$ cat src/rtl/queue_pkg.sv
// Shared definitions for the byte queue and its serial drain stage.
package queue_pkg;
  localparam int DATA_W      = 8;
  localparam int LEN_W       = 4;
  localparam int QUEUE_DEPTH = 8;

  typedef enum logic [2:0] {
    IDLE  = 3'd0,
    REQ   = 3'd1,
    WAIT  = 3'd2,
    START = 3'd3,
    DATA  = 3'd4,
    STOP  = 3'd5
  } ser_state_t;
endpackage

$ cat src/rtl/queue_serializer_bit_timer.sv
// Bit-period timer: 8-bit counter that ticks on count B-1, then restarts from zero.
module bit_timer #(
  parameter int unsigned BIT_CYCLES = 10
) (
  input  logic clk_10khz,
  input  logic reset,
  input  logic i_clear,
  output logic o_tick
);
  localparam logic [7:0] LAST = 8'(BIT_CYCLES - 1);

  logic [7:0] r_cnt;
  logic       w_tick;

  assign w_tick = (r_cnt == LAST);
  assign o_tick = w_tick;

  // Wrapping on the tick keeps every bit exactly BIT_CYCLES long.
  always_ff @(posedge clk_10khz or posedge reset) begin
    if (reset)                  r_cnt <= '0;
    else if (i_clear || w_tick) r_cnt <= '0;
    else                        r_cnt <= r_cnt + 8'd1;
  end
endmodule

$ cat src/rtl/queue_serializer.sv
// Drains the byte queue one entry at a time and sends each byte as an 8N1 frame, LSB first.
module queue_serializer #(
  parameter int DATA_W              = 8,
  parameter int LEN_W               = 4,
  parameter int unsigned BIT_CYCLES = 10
) (
  input  logic              clk_10khz,
  input  logic              reset,
  input  logic              enable_in,
  input  logic [LEN_W-1:0]  len_in,
  input  logic [DATA_W-1:0] data_in,
  output logic              dequeue_out,
  output logic              tx_out,
  output logic              busy_out,
  output logic [7:0]        sent_count_out
);
  import queue_pkg::*;

  localparam int IDX_W = (DATA_W > 1) ? $clog2(DATA_W) : 1;
  localparam logic [IDX_W-1:0] LAST_BIT = IDX_W'(DATA_W - 1);

  ser_state_t        r_state;
  logic [DATA_W-1:0] r_shift;
  logic [IDX_W-1:0]  r_bit;
  logic              r_deq;
  logic              r_tx;
  logic              r_busy;
  logic [7:0]        r_sent;
  logic              w_tick;
  logic              w_clear;

  // The timer only runs while a bit is on the line; it sits at zero otherwise.
  assign w_clear = (r_state == IDLE) || (r_state == REQ) || (r_state == WAIT);

  bit_timer #(.BIT_CYCLES(BIT_CYCLES)) u_timer (
    .clk_10khz (clk_10khz),
    .reset     (reset),
    .i_clear   (w_clear),
    .o_tick    (w_tick)
  );

  always_ff @(posedge clk_10khz or posedge reset) begin
    if (reset) begin
      r_state <= IDLE;
      r_shift <= '0;
      r_bit   <= '0;
      r_deq   <= 1'b0;
      r_tx    <= 1'b1;
      r_busy  <= 1'b0;
      r_sent  <= 8'd0;
    end else begin
      r_deq <= 1'b0;
      case (r_state)
        IDLE: begin
          if (enable_in && (len_in != '0)) begin
            r_state <= REQ;
            r_deq   <= 1'b1;
            r_busy  <= 1'b1;
          end
        end
        REQ: r_state <= WAIT;
        // The queue's data_out settled during WAIT, so it is safe to capture now.
        WAIT: begin
          r_shift <= data_in;
          r_tx    <= 1'b0;
          r_state <= START;
        end
        START: begin
          if (w_tick) begin
            r_tx    <= r_shift[0];
            r_shift <= r_shift >> 1;
            r_bit   <= '0;
            r_state <= DATA;
          end
        end
        DATA: begin
          if (w_tick) begin
            if (r_bit == LAST_BIT) begin
              r_tx    <= 1'b1;
              r_state <= STOP;
            end else begin
              r_tx    <= r_shift[0];
              r_shift <= r_shift >> 1;
              r_bit   <= r_bit + 1'b1;
            end
          end
        end
        STOP: begin
          if (w_tick) begin
            r_sent  <= r_sent + 8'd1;
            r_busy  <= 1'b0;
            r_state <= IDLE;
          end
        end
        default: begin
          r_state <= IDLE;
          r_tx    <= 1'b1;
          r_busy  <= 1'b0;
        end
      endcase
    end
  end

  assign dequeue_out    = r_deq;
  assign tx_out         = r_tx;
  assign busy_out       = r_busy;
  assign sent_count_out = r_sent;
endmodule
$ cat config.mk
export PLATFORM = sky130hd
export DESIGN_NAME = queue_serializer
export DESIGN_NICKNAME = d
export VERILOG_FILES = /design/src/rtl/queue_pkg.sv /design/src/rtl/queue_serializer_bit_timer.sv /design/src/rtl/queue_serializer.sv
export SDC_FILE = /design/constraint.sdc
export NUM_CORES = 1
export LEC_CHECK = 0
export CORE_ASPECT_RATIO = 0.9
export CORE_UTILIZATION = 30
export CTS_CLUSTER_SIZE = 25
export DETAILED_ROUTE_END_ITERATION = 10
export PLACE_DENSITY = 0.51
export SLEW_MARGIN = 20
export SYNTH_ARGS = -nofsm -noshare
export SYNTH_HDL_FRONTEND = slang
export SYNTH_SLANG_ARGS = --single-unit
export TNS_END_PERCENT = 100
$ cat constraint.sdc
create_clock -name clk_10khz -period 2.15 [get_ports clk_10khz]
set_input_delay 0.43 -clock clk_10khz [delete_from_list [all_inputs] [get_ports clk_10khz]]
set_output_delay 0.43 -clock clk_10khz [all_outputs]
set_load 0.03 [all_outputs]
-- Word level (Yosys, flattened, before mapping)
Cells that the tools add are included.
- add/subtract/negate cells: 3
- eq/ne operators: 13
- multiplexer cells: 23
- bitwise operators: 2
- reduce and logical (&&, ||, !) cells: 16
- operator list (operator ; count):
    two-way mux 8 bit ; 4
    one-hot mux 8 bit (3 select lines) ; 1
    two-way mux 3 bit ; 7
    one-hot mux 3 bit (6 select lines) ; 1
    adder 8 x 1 -> 8 bit (second input constant) ; 2
    equality test 3 bit (second input constant) ; 3
    equality test 8 x 4 -> 1 bit (second input constant) ; 1
    != test 2 x 1 -> 1 bit (second input constant) ; 4
    AND reduction 4 bit ; 2
    two-way mux 1 bit ; 7
    equality test 3 x 2 -> 1 bit (second input constant) ; 2
    one-hot mux 3 bit (2 select lines) ; 1
    AND reduction 3 bit ; 2
    AND reduction 5 bit ; 1
    != test 2 bit (second input constant) ; 2
    one-hot mux 1 bit (4 select lines) ; 1
    nonzero test 4 bit ; 1
    OR reduction 4 bit ; 1
    adder 3 x 1 -> 3 bit (second input constant) ; 1
    equality test 3 x 1 -> 1 bit (second input constant) ; 1
    zero test 3 bit ; 1
    logical OR 1 bit ; 3
    one-hot mux 1 bit (3 select lines) ; 1
    nonzero test 3 bit ; 1
    other kinds (5) ; 6
- register bits: 33
- bits of input ports: 15
- output and inout bits: 11
- logic and storage cells: 65

-- Longest topological paths before layout
- word-level depth: 5
- mapped depth: 7
- depth with buffers taken out: 6

-- Modules after synthesis
A second synthesis with hierarchy kept.
- cell total of the unflattened synthesis: 178
- area total of the unflattened synthesis: 1785.5 µm²
- modules (own cells, without submodules) (module ; times used ; cells each ; area an instance (µm²)):
    queue_serializer ; 1 ; 138 ; 1366.3
    bit_timer ; 1 ; 40 ; 419.2

-- Least setup slack after synthesis
Ideal clock, no wire load.
- path kind: register to register
- start: register r_bit[0]
- end: register r_shift[0]
- library setup time: 0.125 ns
- arrival time: 1.839 ns
- data required time: 2.025 ns
- slack: 0.186 ns
- stages on the path, launching flop included: 7
- buffers on the path: 0
- clock period less this slack: 1.964 ns
- cells stage by stage: dfrtp_1 ha_1 ha_1 nor4b_1 nor2_1 a21oi_2 mux2_2
- cells in the longest elaborated chain, start to end: 3
- ends and longest elaborated chain (item ; line ; RTL):
    start: declaration ; queue_serializer.sv:24 ; logic [IDX_W-1:0] r_bit;
    start signal: assignment ; queue_serializer.sv:84 ; r_bit <= r_bit + 1'b1;
    equality test 3 bit ; queue_serializer.sv:78 ; if (r_bit == LAST_BIT) begin
    != test 2 bit (no line) ; - ;
    AND reduction 4 bit (no line) ; - ;
    end signal: assignment ; queue_serializer.sv:64 ; r_shift <= data_in;
    end signal: assignment ; queue_serializer.sv:71 ; r_shift <= r_shift >> 1;
    end signal: assignment ; queue_serializer.sv:83 ; r_shift <= r_shift >> 1;
    end: declaration ; queue_serializer.sv:23 ; logic [DATA_W-1:0] r_shift;
Every way passes these cells.
A chain may end at the register's enable or synchronous reset.

-- Worst setup path in the final report
- start: register u_timer.r_cnt[5]
- end: register r_sent[7] (netlist: sent_count_out[7])
- cells in the longest elaborated chain, start to end: 2
- ends and longest elaborated chain (item ; line ; RTL):
    start: declaration ; queue_serializer_bit_timer.sv:12 ; logic [7:0] r_cnt;
    start signal: assignment ; queue_serializer_bit_timer.sv:22 ; else r_cnt <= r_cnt + 8'd1;
    equality test 8 x 4 -> 1 bit ; queue_serializer_bit_timer.sv:15 ; assign w_tick = (r_cnt == LAST);
    AND reduction 2 bit (no line) ; - ;
    end signal: assignment ; queue_serializer.sv:90 ; r_sent <= r_sent + 8'd1;
    end: declaration ; queue_serializer.sv:28 ; logic [7:0] r_sent;
Every way passes these cells.

==> flow_summary_export.csv <==
group,metric,value,unit
outcome,status,"completed",
power,leakagePower,0.969,nW
setup_path,cp_data_required_time,2.36,ns
sta,hold_viol_final,0,
setup_path,r2r_start,"u_timer.r_cnt[5]",
setup_path,worstPathArrival,2.17,ns
yosys,yosysTopAreaCellShare,48.2,%
detailed_routing,viasPerCell,4.77,
yosys,syn_area_per_cell,11.1,µm²
detailed_routing,first_iter_violations,31,
final_layout,area_growth,29.3,%
sta,finalCriticalPeriod,1.96,ns
die,dieArea,0.00584,mm²
yosys,synth_area,0.00166,mm²
placed_design,gp_congestion,0.766,
sta,setup_ws,0.192,ns
yosys,synth_ff_type,"dfrtp_1",
sta,timing.final.crit_share,91.1,%
detailed_routing,first_pass_iters,4,
yosys,yosys_warnings,0,
clock_tree,cts.sinks,33,
die,core-area,0.00529,mm²
sta,rsz0062_at_grt,"false",
yosys,synth_compound_area_share,7.53,%
yosys,muxShareOfSynthArea,10.8,%
worst_hold_path,whs_path_depth,1,
yosys,syn-num-nets,170,
sta,max_freq,0.511,GHz
detailed_routing,wl_per_cell,12.4,µm
clock_tree,clock_path_buffers,2,
die,rows,25,
sta,setup_viol,0,
power,ir_drop,324,µV
setup_path,startpoint_type,"flop",
setup_path,reg2reg_to,"sent_count_out[7]",
power,powerDensity,1010,mW/mm²
sta,fin_hold_ws,0.471,ns
yosys,syn_inst,150,
setup_path,path_class,"reg2reg",
final_layout,n_antenna_cell,0,
die,dieHeight,72.6,µm
clock_tree,htree_levels,2,
clock_tree,path_clk_slew,0.07,ns
sta,slew_viol_final,0,
yosys,ys_types,40,
grt,overflow,0,
yosys,synth_area_leaders,"dfrtp_1 (48%), mux2_2 (8.8%), ha_1 (3.8%)",
setup_path,endpoint_kind,"flop",
detailed_routing,vias,1211,
detailed_routing,drc,0,
placed_design,hpwl,2.39,mm
grt,grt_first_pass_wirelength,5.46,mm
clock_tree,root_buffer,"clkbuf_8",
detailed_routing,detail-route-antenna-nets,0,
yosys,seq_area_frac_synth,49.8,%
yosys,synth_edf_count,0,
placed_design,portBuffers,25,
placed_design,post-place-ws,0.138,ns
final_layout,layout-drive-gt1-share,19.3,%
sta,fin_worst_skew,0.00476,ns
final_layout,nets,206,
clock_tree,cts_tree,"yes",
worst_hold_path,holdPathEnd,"sent_count_out[7]",
yosys,synth-seq-cells,33,
clock_tree,cts_hold_buf,0,
clock_tree,clk-insertion-delay-late,0.28,ns
setup_path,worstRegToRegCells,4,
yosys,synth_top_family_by_area,"simple AND/OR/NAND/NOR gates",
yosys,synth_simple_gate_area_share,19.2,%
grt,grt_pass1_vias,1237,
sta,tightest_slew,0.419,ns
sta,setup-tns-final,0,ns
sta,max-slew-margin-rel,71.8,%
die,die_w,80.4,µm
yosys,async_flop_share,100,%
flow_run,cap_viol_max_count,0,
yosys,yosys.area_share.adder,3.77,%
die,num_io_pins,26,
detailed_routing,wirelength,3.14,mm
grt,grt_usage,12.2,%
grt,grt_start_max_net_pins,34,
grt,grt_antenna_before_repair,0,
die,start_util,31.4,%
final_layout,nFillCells,501,
worst_hold_path,hold_start,"sent_count_out[7]",
setup_path,crit_fanout,4,
yosys,synthXorXnorAreaFrac,6.85,%
clock_tree,numCtsBuffers,5,
yosys,synth_top_area_cell,"dfrtp_1",
setup_path,ff2ff_setup_slack,0.19,ns
worst_hold_path,hp-class,"reg2reg",
## per-stage QoR
step                      cell area [µm²]  util (%)  power, W  cells
after floorplan                      1660         -   0.00144    150
final                                2150      40.6   0.00218    254
after global placement               2040      38.6   0.00165    246
after CTS                            2140      40.5   0.00221    254
after detailed placement             2040      38.6   0.00169    246
after global routing                 2150      40.6   0.00234    254
## metal layers
layer	track usage, %	routed length [µm]
met1	15.5	1460
met2	19.4	1490
met3	4.50	162
met4	3.57	22
met5	0	0
## logic make-up (layout without fill, tap and decap cells)
kind of cell / count (synthesis) / in the layout
xor gates and xnor gates: 13 / 13
and+or+nand+nor: 56 / 56
adders and majority gates: 5 / 5
buffers and inverters: 9 / 46
AOI/OAI and AO/OA: 18 / 18
muxes: 16 / 16
DFF: 33 / 33
## flip-flops by register name, indices dropped and copies added, names as in the netlist
register / cells
r_state: 3
dequeue_out: 1
r_shift: 8
busy_out: 1
tx_out: 1
u_timer.r_cnt: 8
sent_count_out: 8
r_bit: 3
## critical path, stage by stage, from the launching register on
cell and delay, ns:
dfrtp_1 0.43, or4_4 0.58, or3_4 0.44, nor4_4 0.28, xor2_1 0.15
## synth_stat cells (2+ instances only)
cell	count
nor3_1	6
a21oi_1	3
nor4_1	2
and3_1	3
nand2_1	12
o21ai_0	2
xnor2_1	7
nor2_1	12
nand3b_1	2
mux2_1	3
dfrtp_1	32
and3b_1	2
nand2b_1	2
inv_1	5
ha_1	5
xor2_1	6
nand3_1	6
nand4_1	2
a22o_1	2
clkbuf_1	4
mux2_2	13
## layout make-up
class                   count  area [µm²]  area share [%]
inverters                   5        18.8           0.874
well taps                  67        83.8            3.90
repair buffers             33         310            14.4
clock inverters             1        5.00           0.233
multi-input cells         108         807            37.6
flip-flops and latches     33         827            38.5
clock buffers               7        96.3            4.48
## report_power, final
| part | leakage, nW | internal [W] | switching [W] |
|---|---|---|---|
| registers | 0.426 | 0.000775 | 0.000126 |
| logic | 0.489 | 0.000411 | 0.000355 |
| clock network | 0.0542 | 0.000289 | 0.000222 |
| total | 0.969 | 0.00148 | 0.000704 |
## cell usage in the layout, fill, tap and decap left out, types with 3 or more instances in the layout
master and n:
nand3_1 6, clkdlybuf4s50_1 25, mux2_1 3, inv_1 5, nor2_1 12, nand2_1 12
nor3_1 6, clkbuf_8 7, xor2_1 6, mux2_2 13, buf_4 8, ha_1 5
and3_1 3, a21oi_1 3, xnor2_1 7, dfrtp_1 32
## worst max-delay path by stage
stage / startpoint / end / slack (ns) / cells past startpoint
2_1_floorplan: r_bit[0] / r_shift[0] / 0.19 / 6
3_3_place_gp: r_bit[0] / r_shift[6] / 0.19 / 7
3_5_place_dp: r_bit[0] / r_shift[2] / 0.14 / 7
4_1_cts: r_bit[0] / r_shift[2] / 0.13 / 7
5_1_grt: u_timer.r_cnt[5] / sent_count_out[7] / 0.09 / 4
6_report: u_timer.r_cnt[5] / sent_count_out[7] / 0.19 / 4
## timing repair
action,CTS,global route
hold endpoints to repair,0,0
endpoints found under the setup margin,0,7
setup buffers,0,0
resized for setup,0,1
Note: power is estimated with default switching activity, not from simulation.
